## src/rtl/snes_pkg.sv

```systemverilog
// Shared SNES pad-link definitions, used by both the pad emulator and the host-side reader.
// Pure constants and types: no clocked logic, no flow control.
package snes_pkg;

    localparam int NUM_BUTTONS = 12;
    localparam int FRAME_BITS  = 16;
    localparam int COUNT_W     = $clog2(FRAME_BITS + 1);
    localparam logic [3:0] PAD_ID = 4'b1111;

    // Bit positions inside button_data and inside the serial frame, LSB first
    localparam int BTN_B      = 0;
    localparam int BTN_Y      = 1;
    localparam int BTN_SELECT = 2;
    localparam int BTN_START  = 3;
    localparam int BTN_UP     = 4;
    localparam int BTN_DOWN   = 5;
    localparam int BTN_LEFT   = 6;
    localparam int BTN_RIGHT  = 7;
    localparam int BTN_A      = 8;
    localparam int BTN_X      = 9;
    localparam int BTN_L      = 10;
    localparam int BTN_R      = 11;

    typedef enum logic [1:0] {
        ST_IDLE     = 2'd0,
        ST_LATCHED  = 2'd1,
        ST_SHIFTING = 2'd2,
        ST_DONE     = 2'd3
    } snes_state_t;

    // The wire is active-low, and the ID nibble sits above the button bits.
    function automatic logic [FRAME_BITS-1:0] frame_word(input logic [NUM_BUTTONS-1:0] btn);
        return {PAD_ID, ~btn};
    endfunction

endpackage

```

## src/rtl/snes_pad_if.sv

```systemverilog
// Connector-side pad pins plus frame status; master = host/game side, slave = pad emulator.
// Plain wires: no handshake, the host clocks data at its own pace.
interface snes_pad_if;
    import snes_pkg::*;

    logic                   data_latch;
    logic                   snes_clk;
    logic [NUM_BUTTONS-1:0] button_data;
    logic                   serial_data;
    logic [COUNT_W-1:0]     bit_count;
    logic                   frame_done;
    logic                   frame_abort;

    modport master (
        output data_latch, snes_clk, button_data,
        input  serial_data, bit_count, frame_done, frame_abort
    );

    modport slave (
        input  data_latch, snes_clk, button_data,
        output serial_data, bit_count, frame_done, frame_abort
    );

endinterface

```

## src/rtl/snes_input_filter.sv

```systemverilog
// 2-FF synchronizer plus stability filter for one asynchronous pin.
// Latency: 2 sync cycles + FILTER_LEN stable cycles; no backpressure.
module snes_input_filter #(
    parameter int   FILTER_LEN = 4,
    parameter logic RESET_VAL  = 1'b0
) (
    input  logic clk,
    input  logic reset,
    input  logic din,
    output logic dout
);

    localparam int CW = (FILTER_LEN < 2) ? 1 : $clog2(FILTER_LEN);

    logic          meta;
    logic          sync;
    logic [CW-1:0] stable_cnt;

    // The filtered level flips only once sync has disagreed with it for FILTER_LEN straight cycles.
    always_ff @(posedge clk) begin
        if (reset) begin
            meta       <= RESET_VAL;
            sync       <= RESET_VAL;
            dout       <= RESET_VAL;
            stable_cnt <= '0;
        end else begin
            meta <= din;
            sync <= meta;
            if (sync != dout) begin
                if (stable_cnt == CW'(FILTER_LEN - 1)) begin
                    dout       <= sync;
                    stable_cnt <= '0;
                end else begin
                    stable_cnt <= stable_cnt + 1'b1;
                end
            end else begin
                stable_cnt <= '0;
            end
        end
    end

endmodule

```

## src/rtl/snes_pad_emulator.sv

```systemverilog
// Device end of the SNES pad link: latches 12 buttons and shifts them out LSB-first, active-low.
// Pin edge to serial_data: FILTER_LEN+3 clk cycles; host paces the shifts, no backpressure.
module snes_pad_emulator
    import snes_pkg::*;
#(
    parameter int   FILTER_LEN = 4,
    parameter int   TIMEOUT    = 2000,
    parameter logic FILL_BIT   = 1'b0
) (
    input  logic       clk,
    input  logic       reset,
    snes_pad_if.slave  pad
);

    logic latch_f;
    logic sclk_f;
    logic sclk_f_d;
    logic sclk_rise;

    snes_input_filter #(.FILTER_LEN(FILTER_LEN), .RESET_VAL(1'b0)) u_latch_filter (
        .clk   (clk),
        .reset (reset),
        .din   (pad.data_latch),
        .dout  (latch_f)
    );

    snes_input_filter #(.FILTER_LEN(FILTER_LEN), .RESET_VAL(1'b1)) u_sclk_filter (
        .clk   (clk),
        .reset (reset),
        .din   (pad.snes_clk),
        .dout  (sclk_f)
    );

    assign sclk_rise = sclk_f & ~sclk_f_d;

    snes_state_t           state,      state_n;
    logic [FRAME_BITS-1:0] shreg,      shreg_n;
    logic [COUNT_W-1:0]    bit_cnt,    bit_cnt_n;
    logic [15:0]           to_cnt,     to_cnt_n;
    logic                  done_q,     done_n;
    logic                  abort_q,    abort_n;

    logic [FRAME_BITS-1:0] load_word;
    logic [FRAME_BITS-1:0] shifted;
    logic [15:0]           to_inc;
    logic                  timeout_hit;

    assign load_word   = frame_word(pad.button_data);
    assign shifted     = {FILL_BIT, shreg[FRAME_BITS-1:1]};
    assign to_inc      = (to_cnt == 16'hFFFF) ? to_cnt : to_cnt + 16'd1;
    assign timeout_hit = (32'(to_inc) >= TIMEOUT);

    always_ff @(posedge clk) begin
        if (reset) begin
            state    <= ST_IDLE;
            shreg    <= '1;
            bit_cnt  <= '0;
            to_cnt   <= '0;
            done_q   <= 1'b0;
            abort_q  <= 1'b0;
            sclk_f_d <= 1'b1;
        end else begin
            state    <= state_n;
            shreg    <= shreg_n;
            bit_cnt  <= bit_cnt_n;
            to_cnt   <= to_cnt_n;
            done_q   <= done_n;
            abort_q  <= abort_n;
            sclk_f_d <= sclk_f;
        end
    end

    always_comb begin
        state_n   = state;
        shreg_n   = shreg;
        bit_cnt_n = bit_cnt;
        to_cnt_n  = to_cnt;
        done_n    = 1'b0;
        abort_n   = 1'b0;

        unique case (state)
            ST_IDLE: begin
                shreg_n   = '1;
                bit_cnt_n = '0;
                to_cnt_n  = '0;
                if (latch_f) begin
                    state_n = ST_LATCHED;
                    shreg_n = load_word;
                end
            end

            // Track the buttons while the latch is held; the last load is what gets shifted.
            ST_LATCHED: begin
                bit_cnt_n = '0;
                to_cnt_n  = '0;
                if (latch_f) begin
                    shreg_n = load_word;
                end else begin
                    state_n = ST_SHIFTING;
                end
            end

            // Latch is checked first so a coincident clock edge is dropped.
            ST_SHIFTING: begin
                if (latch_f) begin
                    state_n   = ST_LATCHED;
                    shreg_n   = load_word;
                    bit_cnt_n = '0;
                    to_cnt_n  = '0;
                    abort_n   = 1'b1;
                end else if (sclk_rise) begin
                    shreg_n   = shifted;
                    bit_cnt_n = bit_cnt + 1'b1;
                    to_cnt_n  = '0;
                    if (bit_cnt == COUNT_W'(FRAME_BITS - 1)) begin
                        state_n = ST_DONE;
                        done_n  = 1'b1;
                    end
                end else if (timeout_hit) begin
                    state_n   = ST_IDLE;
                    shreg_n   = '1;
                    bit_cnt_n = '0;
                    to_cnt_n  = '0;
                    abort_n   = 1'b1;
                end else begin
                    to_cnt_n = to_inc;
                end
            end

            ST_DONE: begin
                if (latch_f) begin
                    state_n   = ST_LATCHED;
                    shreg_n   = load_word;
                    bit_cnt_n = '0;
                    to_cnt_n  = '0;
                end else if (sclk_rise) begin
                    shreg_n  = shifted;
                    to_cnt_n = '0;
                end else if (timeout_hit) begin
                    state_n   = ST_IDLE;
                    shreg_n   = '1;
                    bit_cnt_n = '0;
                    to_cnt_n  = '0;
                end else begin
                    to_cnt_n = to_inc;
                end
            end

            default: begin
                state_n = ST_IDLE;
            end
        endcase
    end

    assign pad.serial_data = shreg[0];
    assign pad.bit_count   = bit_cnt;
    assign pad.frame_done  = done_q;
    assign pad.frame_abort = abort_q;

endmodule

```

## src/flat_wrapper.sv

```systemverilog
// flat-port wrapper written by rule: the top's interface ports become plain ports
module snes_pad_emulator_flat import snes_pkg::*;
#(
    parameter int   FILTER_LEN = 4,
    parameter int   TIMEOUT    = 2000,
    parameter logic FILL_BIT   = 1'b0
)
  (clk, reset, pad_data_latch, pad_snes_clk, pad_button_data, pad_serial_data, pad_bit_count, pad_frame_done, pad_frame_abort);
  snes_pad_if pad_i ();
  input  logic clk;
  input  logic reset;
  input wire logic [$bits(pad_i.data_latch)-1:0] pad_data_latch;
  input wire logic [$bits(pad_i.snes_clk)-1:0] pad_snes_clk;
  input wire logic [$bits(pad_i.button_data)-1:0] pad_button_data;
  output wire logic [$bits(pad_i.serial_data)-1:0] pad_serial_data;
  output wire logic [$bits(pad_i.bit_count)-1:0] pad_bit_count;
  output wire logic [$bits(pad_i.frame_done)-1:0] pad_frame_done;
  output wire logic [$bits(pad_i.frame_abort)-1:0] pad_frame_abort;
  assign pad_i.data_latch = pad_data_latch;
  assign pad_i.snes_clk = pad_snes_clk;
  assign pad_i.button_data = pad_button_data;
  assign pad_serial_data = pad_i.serial_data;
  assign pad_bit_count = pad_i.bit_count;
  assign pad_frame_done = pad_i.frame_done;
  assign pad_frame_abort = pad_i.frame_abort;
  snes_pad_emulator #(.FILTER_LEN(FILTER_LEN), .TIMEOUT(TIMEOUT), .FILL_BIT(FILL_BIT)) u_core (.clk(clk), .reset(reset), .pad(pad_i));
endmodule
```

## config.mk

```make
export PLATFORM = sky130hd
export DESIGN_NAME = snes_pad_emulator_flat
export DESIGN_NICKNAME = d
export VERILOG_FILES = /design/src/rtl/snes_pkg.sv /design/src/rtl/snes_pad_if.sv /design/src/rtl/snes_input_filter.sv /design/src/rtl/snes_pad_emulator.sv /design/src/flat_wrapper.sv
export SDC_FILE = /design/constraint.sdc
export NUM_CORES = 1
export LEC_CHECK = 0
export ABC_AREA = 1
export CAP_MARGIN = 20
export CORE_UTILIZATION = 58
export DETAILED_ROUTE_END_ITERATION = 10
export PLACE_DENSITY = 0.76
export SYNTH_ARGS = -nofsm -noshare
export SYNTH_HDL_FRONTEND = slang
export SYNTH_SLANG_ARGS = --single-unit
export TNS_END_PERCENT = 1
```

## constraint.sdc

```tcl
create_clock -name clk -period 2.4 [get_ports clk]
set_clock_uncertainty 0.2 [all_clocks]
set_input_delay 0.24 -clock clk [delete_from_list [all_inputs] [get_ports clk]]
set_output_delay 0.24 -clock clk [all_outputs]
set_load 0.005 [all_outputs]
```

; Yosys cells after proc, flatten, opt, wreduce, memory -nomap -nowiden
; Index checks and enable logic that the tools add are counted.
[word_totals]
romBits = 0
latchBits = 0
input_bits = 16
ff_bits = 52
output_inout_bits = 8
mem_bits_rw = 0
memories = 0
[op_classes]
n_shift = 0
multipliers = 0
order_cmp = 1
n_reduce_logical = 11
n_div = 0
n_addsub = 4
bitwise = 7
n_eq_ne = 15
n_mux = 30
[op_table]
columns = operator, count
row1 = two-way mux 16 bit, 8
row2 = case mux 16 bit (3 select lines), 1
row3 = case mux 16 bit (2 select lines), 1
row4 = two-way mux 5 bit, 5
row5 = adder 16 x 1 -> 16 bit (second input constant), 1
row6 = equality test 16 bit (second input constant), 1
row7 = greater-or-equal comparator 16 x 11 -> 1 bit (second input constant), 1
row8 = two-way mux 2 bit, 8
row9 = case mux 5 bit (3 select lines), 1
row10 = two-way mux 12 bit, 1
row11 = NOT 12 bit, 1
row12 = equality test 2 bit (second input constant), 4
row13 = case mux 2 bit (4 select lines), 1
row14 = inequality test 2 bit (second input constant), 3
row15 = AND reduction 2 bit, 3
row16 = OR reduction 2 bit, 3
row17 = OR reduction 3 bit, 2
row18 = adder 5 x 1 -> 5 bit (second input constant), 1
row19 = equality test 5 x 4 -> 1 bit (second input constant), 1
row20 = NOT 1 bit, 5
row21 = adder 2 x 1 -> 2 bit (second input constant), 2
row22 = two-way mux 1 bit, 4
row23 = inequality test 4 x 1 -> 1 bit (second input constant), 1
row24 = inequality test 4 bit (second input constant), 1
row25 = 7 further kinds, 8

; Longest topological paths before layout
[depth]
depth_word = 7
depth_mapped = 15
ltp_nobuf = 15

; Modules after synthesis
; A second synthesis with hierarchy kept.
[unflattened]
hier_cells = 375
area_unflattened_um2 = 2743.9
[by_module_without_submodules]
columns = mod, cells_each, area_per_inst_um2, instances
row1 = snes_pad_emulator, 333, 2379.8, 1
row2 = snes_input_filter (u_core.u_latch_filter), 23, 186.4, 1
row3 = snes_input_filter (u_core.u_sclk_filter), 19, 177.7, 1

; Worst setup path before layout
; Ideal clock, no wire load.
[synth_timing]
path_type = reg2reg
from = reg u_core.to_cnt[0]
to = reg u_core.shreg[12]
setup_time_ns = 0.138
synth_period_minus_slack_ns = 2.206
path_stages_with_launch = 15
n_path_buf = 2
arrival_time_ns = 1.868
path_slack_ns = 0.194
cell_sequence = dfxtp_1 -> ha_1 -> nand2_2 -> nor2_4 -> nand2_4 -> inv_2 -> nand2_2 -> buf_6 -> o21ai_1 -> nand3_4 -> nand3_4 -> nand2_4 -> buf_12 -> nand2_2 -> nand3_2
[synth_via]
elab_chain_cells = 5
word_cells_on_any_way = 6
[synth_lines]
columns = item, line_no
row1 = start: declaration, snes_pad_emulator.sv:39  ; logic [15:0] to_cnt, to_cnt_n;
row2 = start signal: assignment, snes_pad_emulator.sv:66  ; to_cnt <= to_cnt_n;
row3 = adder 16 x 1 -> 16 bit / equality test 16 bit (equally long branches), snes_pad_emulator.sv:50  ; assign to_inc = (to_cnt == 16'hFFFF) ? to_cnt : to_cnt + 16'd1;
row4 = two-way mux 16 bit (*), snes_pad_emulator.sv:50
row5 = greater-or-equal comparator 16 x 11 -> 1 bit (*), snes_pad_emulator.sv:51  ; assign timeout_hit = (32'(to_inc) >= TIMEOUT);
row6 = inequality test 4 x 1 -> 1 bit (no source line) (*), --
row7 = AND reduction 2 bit (no source line) (*), --
row8 = end signal: assignment, snes_pad_emulator.sv:64  ; shreg <= shreg_n;
row9 = end: declaration, snes_pad_emulator.sv:37  ; logic [FRAME_BITS-1:0] shreg, shreg_n;
; Mark *: on every way between the ends. The rest lies on a longest branch, timed or not.
; A chain may end at the register's enable or synchronous reset.

; Final worst setup path
[layout_timing]
from = reg u_core.to_cnt[9]
to = reg u_core.shreg[8]
; The elaborated chain is that of the path after synthesis.

==> metrics.md <==
| Metric | Value |
|---|---|
| Status | `complete, no violations` |
| All-layer global routing usage | `0.225` |
| Remaining Overflow, GRT | `0` |
| I/O Buffers | `23` |
| Placed Instances | `488` |
| Pre-CTS setup slack | `0.0340 ns` |
| CTS Sinks | `52` |
| Crit path kind | `register to register` |
| Via density | `a little over 5` |
| CORE AREA | `roughly 4700 um^2` |
| Area grow syn2layout | `17.5%` |
| DP HPWL | `4.14 mm` |
| #FFs+latches synth | `52` |
| Register area | `1050 um^2` |
| Post-synth cell types | `38` |
| Sequential share of the synthesized area | `0.367` |
| RR Endpoint | `u_core.shreg[8]` |
| CTS tree | `done` |
| R2R Setup Slk | `about 0.14 ns` |
| Vias in the first global route | `about 2200` |
| Critical path peak fanout | `16` |
| Initial antenna violation count | `0` |
| Maximum VDD drop | `between 400 and 500 uV` |
| Fill count | `about 410` |
| Worst setup EP type | `register` |
| Final RePlAce weighted congestion | `0.813` |
| Wire per inst | `11.3 um` |
| Antenna diode count | `0` |
| Placed Area | `about 3200 um^2` |
| Syn_area_per_cell | `7.13 um^2` |
| Antenna Nets Post-Route | `0` |
| Largest net degree at the start of global routing | `17` |
| Clock Tree Buf Depth | `2` |
| CP arrival | `about 2.2 ns` |
| RSZ-0062 raised after global routing | `yes` |
| Hold path depth | `2` |
| Slew of the pin with the lowest slew margin | `between 0.5 and 0.6 ns` |
| 1st-iter DRT viols | `56` |
| Worst Hold Endpoint | `u_core.u_latch_filter.sync` |
| Footprint of the multi-input gates | `roughly 1600 um^2` |
| Cell Rows | `25` |
| MaxCap Viol Count | `0` |
| Mapped Area | `between 2000 and 3000 um^2` |
| Die height | `around 72 um` |
| Cells after Synth | `between 300 and 400` |
| Fin cells | `around 500` |
| Min cycle time layout | `2.26 ns` |
| Final Hold Viols | `0` |
| Final Instance Area | `approximately 3300 um^2` |
| Via Count | `between 2000 and 3000` |
| Die width | `71.9 um` |
| HP Start | `u_core.u_latch_filter.meta` |
| Die Area | `approximately 5200 um^2` |
| Pre-Repair DR Iteration Count | `5` |
| CTS clk-pin slew, worst paths | `around 0.09 ns` |
| Fraction of layout cells with a size suffix above 1 | `0.174` |
| Nets | `453` |
| Setup WS post-layout | `approximately 0.14 ns` |
| Minimum hold slack | `about 0.21 ns` |
| CTS H-tree depth | `2` |
| Worst-Skew Late Latency | `approximately 0.30 ns` |
| Fin. max-slew vios | `0` |
| Synthesis warning total | `0` |
| Final setup fails | `0` |
| Worst r2r src | `u_core.to_cnt[9]` |
| Hold buffers post-CTS | `0` |
| R2R depth | `13` |
| Required @ worst endpoint | `~2.4 ns` |
| F_max | `approximately 440 MHz` |
| Leakage | `around 1.4 nW` |
| Tot Pwr | `2.23 mW` |
| Hold Path Class | `register to register` |
| Clock buffer count from CTS | `5` |
| CP Launch Type | `register` |
| CTS Root Cell | `clkbuf_8` |
| I/O pins | `24` |
| Relative slew margins | `0.633` |
| Final worst path period share | `0.943` |
| First-pass GRT wire length | `9.32 mm` |
| Drt drc | `0` |
| Initial Utilization | `0.601` |
| Pwr per Cell Area | `670 nW/um^2` |
| Drt total wl | `5.66 mm` |
[how the worst max path moves through the flow]
| stage | from | endpoint | slack, ns | cells past startpoint |
|---|---|---|---|---|
| CTS | u_core.to_cnt[0] | u_core.shreg[8] | 0.03 | 14 |
| finish | u_core.to_cnt[9] | u_core.shreg[8] | 0.14 | 13 |
| floorplan | u_core.to_cnt[0] | u_core.shreg[12] | 0.19 | 14 |
| global placement | u_core.to_cnt[0] | u_core.shreg[8] | 0.14 | 14 |
| detailed placement | u_core.to_cnt[0] | u_core.shreg[8] | 0.03 | 14 |
| global route | u_core.to_cnt[8] | u_core.shreg[8] | -0.04 | 13 |
[timing repair]
action,4_1_cts,5_1_grt
setup buffers,0,3
gates resized for setup,0,12
setup endpoints to repair,0,27
[Yosys cell counts (all sizes together)]
library cell,count,area (um^2)
or2,8,50.1
o31ai,2,15.0
a21oi,22,114
conb,1,3.75
nand3,42,290
ha,5,62.6
nand2,111,464
inv,44,165
dfxtp,52,1040
a2111oi,1,8.76
nor2,50,253
o21a,1,7.51
o21bai,1,7.51
xnor2,1,8.76
nand4,10,62.6
xor2,1,8.76
clkbuf,8,30.0
nor3,3,15.0
o21ai,18,93.8
nand3b,9,67.6
a31oi,1,6.26
buf,5,47.5
o211ai,2,15.0
[stage by stage]
stage | utilization | TNS (ns)
2_1_floorplan | - | 0
6_report | 0.706 | 0
4_1_cts | 0.688 | 0
3_3_place_gp | 0.671 | 0
5_1_grt | 0.706 | -0.183
3_5_place_dp | 0.671 | 0
[power breakdown]
group	internal [mW]	total [mW]	switching [mW]	leakage, nW
combinational	0.278	0.692	0.414	0.942
sequential	0.986	1.07	0.0869	0.427
clock	0.198	0.469	0.271	0.0400
total	1.46	2.23	0.772	1.41
[flip-flops by register name, summed over array words and instances, names as in the netlist, 2 cells and up]
register / count
u_core.pad.bit_count: 5
u_core.shreg: 16
u_core.state: 2
u_core.to_cnt: 16
u_core.u_latch_filter.stable_cnt: 2
u_core.u_sclk_filter.stable_cnt: 2
[layout by cell type, fill, tap and decap left out, types with 2 or more instances in the layout]
master,count
nand3_1,29
nand2_4,3
inv_2,3
a21oi_1,21
nand3_2,11
nand4_1,10
o31ai_1,2
o21ai_2,2
nor3_1,3
nor2_2,2
nand2_1,95
nand3_4,2
nand2_2,13
buf_4,11
o21ai_0,15
clkbuf_8,5
dfxtp_1,50
inv_1,40
clkdlybuf4s50_1,23
dfxtp_4,2
o211ai_1,2
nor2_8,2
nor2_1,42
nor2_4,4
conb_1,5
ha_1,4
nand3b_1,9
or2_2,8
[layer usage]
layer / vias up / part of all wire / wire length (um) / track usage
li1: 1344 / - / - / -
met1: 1158 / 0.47 / 2680 / 0.274
met2: 25 / 0.49 / 2790 / 0.410
met3: 7 / 0.019 / 109 / 0.0389
met4: 0 / 0.013 / 76 / 0.0588
met5: - / 0 / 0 / 0
[critical path, stage by stage (launching register included)]
cell and delay (ns):
dfxtp_1 0.39, nand2_1 0.12, nor2_1 0.16, nand2_1 0.17
inv_1 0.13, nand2_4 0.09, nand2_1 0.07, inv_1 0.05
a21oi_2 0.16, nand3_4 0.11, nand3_4 0.14, nand2_4 0.17
nand2_1 0.11, nand3_1 0.08
[area by class of cell]
cell class / count / share of cell area
clock inverters: 2 / 0.00375
repair buffers: 36 / 0.107
multi-input cells: 293 / 0.478
inverters: 44 / 0.0503
flip-flops and latches: 52 / 0.314
well taps: 67 / 0.0251
clock buffers: 5 / 0.0206
[kinds of logic after synthesis]
logic type | after synthesis | synth area share
simple gates | 233 | 0.424
xor+xnor | 2 | 0.00617
buf+inv | 57 | 0.0855
fa+ha+maj | 5 | 0.0220
flops | 52 | 0.367
compound gates | 48 | 0.0944
other cells | 1 | 0.00132
No activity file was read; power rests on OpenSTA's default activity.
